<file path="src/rtl/octal_display_pkg.sv">
// Shared constants and digit helper for the octal display scan path.
// Values are packed octal: digit i occupies bits [3i+2:3i].
package octal_display_pkg;

  localparam int DIGIT_W          = 3;
  localparam int MAX_DIGITS       = 8;
  localparam int DEFAULT_PRESCALE = 50000;

  // Callers zero-extend their value to the widest supported digit count.
  function automatic logic [DIGIT_W-1:0] get_digit(
    input logic [MAX_DIGITS*DIGIT_W-1:0] packed_value,
    input int                            i
  );
    return packed_value[i*DIGIT_W +: DIGIT_W];
  endfunction

endpackage

</file>
<file path="src/rtl/scan_prescaler.sv">
// Free-running modulo-PRESCALE counter; adv is high in the cycle the count wraps.
// Reusable for refresh and debounce timing.
module scan_prescaler
  import octal_display_pkg::*;
#(
  parameter int PRESCALE = DEFAULT_PRESCALE
) (
  input  logic clk,
  input  logic rst,
  output logic adv
);

  localparam int CW = (PRESCALE > 1) ? $clog2(PRESCALE) : 1;
  localparam logic [CW-1:0] LAST = CW'(PRESCALE - 1);

  logic [CW-1:0] pre_q;

  // With PRESCALE=1 the count is pinned at 0 and adv is permanently high.
  assign adv = (pre_q == LAST);

  always_ff @(posedge clk) begin
    if (rst)
      pre_q <= '0;
    else if (adv)
      pre_q <= '0;
    else
      pre_q <= pre_q + 1'b1;
  end

endmodule

</file>
<file path="src/rtl/octal_display_scanner.sv">
// Time-multiplexed octal digit scanner driving the seven-segment decoder.
// Optional leading-zero blanking: define OCTAL_DISPLAY_BLANK_EN.
module octal_display_scanner
  import octal_display_pkg::*;
#(
  parameter int NDIGITS  = 4,
  parameter int PRESCALE = DEFAULT_PRESCALE
) (
  input  logic                       clk,
  input  logic                       rst,
  input  logic                       load,
  input  logic [DIGIT_W*NDIGITS-1:0] value,
  output logic [DIGIT_W-1:0]         digit,
  output logic [NDIGITS-1:0]         an_n,
  output logic                       frame
);

  localparam int IW = $clog2(NDIGITS);
  localparam int VW = DIGIT_W * NDIGITS;
  localparam logic [IW-1:0]      LAST_IDX = IW'(NDIGITS - 1);
  localparam logic [NDIGITS-1:0] AN_RESET = ~NDIGITS'(1);

  logic                           adv;
  logic [VW-1:0]                  value_q, value_d;
  logic [IW-1:0]                  idx_q, idx_d;
  logic [MAX_DIGITS*DIGIT_W-1:0]  value_ext;
  logic [DIGIT_W-1:0]             digit_d;
  logic [NDIGITS-1:0]             an_d;
  logic                           wrap;

  scan_prescaler #(
    .PRESCALE(PRESCALE)
  ) u_prescaler (
    .clk(clk),
    .rst(rst),
    .adv(adv)
  );

  // Outputs are built from next-state index and value so they switch on the same edge as idx_q.
  always_comb begin
    value_d   = load ? value : value_q;
    idx_d     = idx_q;
    wrap      = 1'b0;
    if (adv) begin
      if (idx_q == LAST_IDX) begin
        idx_d = '0;
        wrap  = 1'b1;
      end else begin
        idx_d = idx_q + 1'b1;
      end
    end
    value_ext = (MAX_DIGITS*DIGIT_W)'(value_d);
    digit_d   = get_digit(value_ext, int'(idx_d));
    an_d      = ~(NDIGITS'(1) << idx_d);
`ifdef OCTAL_DISPLAY_BLANK_EN
    // A slot above 0 goes dark when it and every more significant digit are zero.
    if ((idx_d != '0) && ((value_d >> (DIGIT_W * int'(idx_d))) == '0)) begin
      digit_d = '0;
      an_d    = '1;
    end
`endif
  end

  always_ff @(posedge clk) begin
    if (rst) begin
      value_q <= '0;
      idx_q   <= '0;
      digit   <= '0;
      an_n    <= AN_RESET;
      frame   <= 1'b0;
    end else begin
      value_q <= value_d;
      idx_q   <= idx_d;
      digit   <= digit_d;
      an_n    <= an_d;
      frame   <= wrap;
    end
  end

endmodule

</file>
<file path="config.mk">
export PLATFORM = sky130hd
export DESIGN_NAME = octal_display_scanner
export DESIGN_NICKNAME = d
export VERILOG_FILES = /design/src/rtl/octal_display_pkg.sv /design/src/rtl/scan_prescaler.sv /design/src/rtl/octal_display_scanner.sv
export SDC_FILE = /design/constraint.sdc
export NUM_CORES = 1
export LEC_CHECK = 0
export CAP_MARGIN = 10
export CELL_PAD_IN_SITES_DETAIL_PLACEMENT = 0
export CELL_PAD_IN_SITES_GLOBAL_PLACEMENT = 2
export CORE_MARGIN = 2
export CORE_UTILIZATION = 30
export DETAILED_ROUTE_END_ITERATION = 8
export PLACE_DENSITY = 0.82
export SYNTH_ARGS = -nofsm -noshare
export SYNTH_HDL_FRONTEND = slang
export SYNTH_SLANG_ARGS = --single-unit
</file>
<file path="constraint.sdc">
create_clock -name clk -period 2.1 [get_ports clk]
set_input_delay 0.315 -clock clk [delete_from_list [all_inputs] [get_ports clk]]
set_output_delay 0.315 -clock clk [all_outputs]
set_load 0.02 [all_outputs]
</file>
==> impl_metrics.tcl <==
set metrics [dict create \
    outcome "finished with violations" \
    violations "negative setup slack" \
    rows 26 \
    die_h_um 78 \
    grt_pass1_vias 1295 \
    max_slew.worst_pin.slew_ns 0.551 \
    drv_cap 0 \
    netlist.area_leader.share_pct 46.3 \
    seq_power_share_pct 53.3 \
    worstPathMaxFanout 8 \
    yosys-top-cells-area "dfxtp_1, mux2_2, nor2_1" \
    antenna_found_initial 0 \
    numCtsBuffers 5 \
    syn_area_mm2 0.00164 \
    finalWirelength_um 3610 \
    cts-root-buf "clkbuf_8" \
    syn_nets 185 \
    crit_family "simple AND/OR/NAND/NOR gates" \
    initial_core_util_pct 31.6 \
    hold_viol 0 \
    async_flop_share_pct 0 \
    htreeDepth 2 \
    first_iter_violations 79 \
    combPwrFrac_pct 10.0 \
    cp-end-kind "register" \
    dieArea_mm2 0.00608 \
    fmax_ghz 0.452 \
    synth_most_common_cell "dfxtp_1" \
    core-area_mm2 0.00520 \
    cts_tree "built" \
    power_frac_clock_pct 36.6 \
    cts_buffer_depth 2 \
    synth_largest_area_cell "dfxtp_1" \
    ys_seq_area_share_pct 46.3 \
    ys_seq_elements 38 \
    grt_pass1_wl_um 5890 \
    grt_use_total_pct 12.4 \
    drc_errors 0 \
    clkTransAtPathRegs_ns 0.07 \
    grt_max_degree 17 \
    drv_slew 0 \
    synth_edf_count 0 \
    postRouteAntennaNets 0 \
    wl_per_cell_um 12.7 \
    drive_gt1_share_pct 26.3 \
    clock_skew_ns 0.00448 \
    setup_viol 4 \
    internal-power_mw 1.09 \
    overflow 0 \
    io_pins 23 \
    critPathMaxStageDelay_ns 0.59 \
    dieWidth_um 78 \
    period_minus_slack_ns 2.21 \
    area_delta_synth_final_pct 36.4 \
    power_per_cell_area_mw_per_mm2 626 \
    num_vias 1312 \
    layout_setup_ws_ns -0.113 \
    synthFlopType "dfxtp_1" \
    port_buffers 22 \
    critPathLaunchType "register" \
    gp_congestion 0.835 \
    routed_via_density 4.64 \
    maxSlewHeadroom_pct 63.0 \
    syn_area_per_cell_um2 9.78 \
    ys_top_cells_by_count "dfxtp_1, nor2_1, mux2_2, nand2_1, xor2_1" \
    grt_setup_unrepaired "true" \
    crit_required_ns 2.29 \
    hp-class "reg2reg" \
    switching_share_pct 22.4 \
    period_share_pct 105 \
    clk_latency_ns 0.29 \
    dpl.hpwl_um 2510 \
    path_buf_inv 0 \
    fill_cells 513 \
    worstSetupPathDepth 5 \
    finalNetCount 229 \
    crit_chain "or4b_4 > or4_4 > mux2i_4 > a211oi_1 > a311oi_2" \
    worst-r2r-cell-count 5 \
    yosysWarnings 0 \
    criticalPathCategory "reg2reg" \
    critPathArrivalTime_ns 2.41 \
    dp_cells 272 \
    switchingPower_uw 315 \
    total_power_mw 1.40 \
    worst_hold_path.num_cells 2 \
    slowest_stage "or4_4" \
    cts_sinks 38 \
    finalNonFillerCells 283 \
    firstDrtPassIters 4 \
    syn_inst 168 \
    diodes 0 \
    cellLeakagePower_nw 0.855 \
    ir_drop_uv 256 \
    ys_types 32 \
]
[cell families (layout without fill, tap and decap cells)]
logic type	after synthesis	in the layout	synth area share (%)
buffers and inverters	11	55	3.20
XOR/XNOR	14	14	7.46
adder cells (fa/ha/maj)	2	2	1.52
flip-flops	38	38	46.3
multiplexers	20	20	13.9
AND/OR/NAND/NOR	70	71	21.2
AO/OA/AOI/OAI	13	13	6.47
[repair_timing]
action	CTS	global route
gates resized for setup	5	2
hold endpoints to repair	0	0
buffers inserted	1	1
endpoints found under the setup margin	6	6
pin swaps	4	1
gates cloned	1	0
hold buffers	0	0
[through the flow]
stage	hold WS (ns)	area [um^2]	setup slack, ns	utilization, %	setup TNS (ns)
floorplan	0.437	1650	-0.0166	-	-0.0166
global placement	0.496	2090	-0.0132	40.2	-0.0305
detailed placement	0.522	2090	-0.147	40.2	-0.433
CTS	0.540	2230	-0.0557	42.8	-0.230
global route	0.574	2240	-0.152	43.1	-0.640
finish	0.533	2240	-0.113	43.1	-0.330
[worst min-delay path: cells and delay by family, from the launching register on]
family,cells,cell delay [ns]
muxes,1,0.10
and+or+nand+nor,1,0.09
DFF,1,0.31
[sequential cells by signal (all words and copies together), names as in the netlist]
name               flops
idx_q                  2
an_n                   4
value_q               12
frame                  1
u_prescaler.pre_q     16
digit                  3
[metal layers]
metal / wire length (um) / vias to the layer above / GRT usage (%)
met3: 133 / 9 / 3.37
met5: 0 / - / 0
li1: - / 663 / -
met1: 1690 / 611 / 14.9
met2: 1690 / 29 / 19.9
met4: 93 / 0 / 7.02
[power groups by stage]
stage | logic, mW | clock network [mW] | registers [mW]
after floorplan | 0.0668 | 0 | 0.770
after global placement | 0.134 | 0 | 0.765
after detailed placement | 0.138 | 0 | 0.765
after CTS | 0.142 | 0.532 | 0.749
after global routing | 0.155 | 0.567 | 0.751
final | 0.141 | 0.514 | 0.748
[path summary, 6_finish.rpt]
kind,slack (ns),endpoint,start
min,0.53,value_q[6],value_q[6]
max,-0.11,digit[0],u_prescaler.pre_q[4]
max reg2reg,-0.11,digit[0],u_prescaler.pre_q[4]
min reg2reg,0.53,value_q[6],value_q[6]
[layout make-up]
| type | count | area, um^2 | area share (%) |
|---|---|---|---|
| flip-flops and latches | 38 | 763 | 34.1 |
| inverters | 2 | 7.51 | 0.335 |
| clock inverters | 1 | 5.00 | 0.223 |
| repair buffers | 45 | 422 | 18.8 |
| clock buffers | 7 | 86.3 | 3.85 |
| well taps | 70 | 87.6 | 3.91 |
| multi-input cells | 120 | 870 | 38.8 |
[cell usage in the layout, fill, tap and decap left out, types with 3 or more instances in the layout]
master / count
mux2_2: 12
clkbuf_8: 6
nor2_1: 31
nand2_1: 10
nor2b_1: 9
nand4_1: 4
clkdlybuf4s50_1: 22
nand3_1: 5
a211o_2: 3
xnor2_1: 4
xor2_1: 10
buf_4: 20
mux2i_1: 7
o211ai_1: 3
dfxtp_1: 36
No activity file was read; power rests on OpenSTA's default activity.
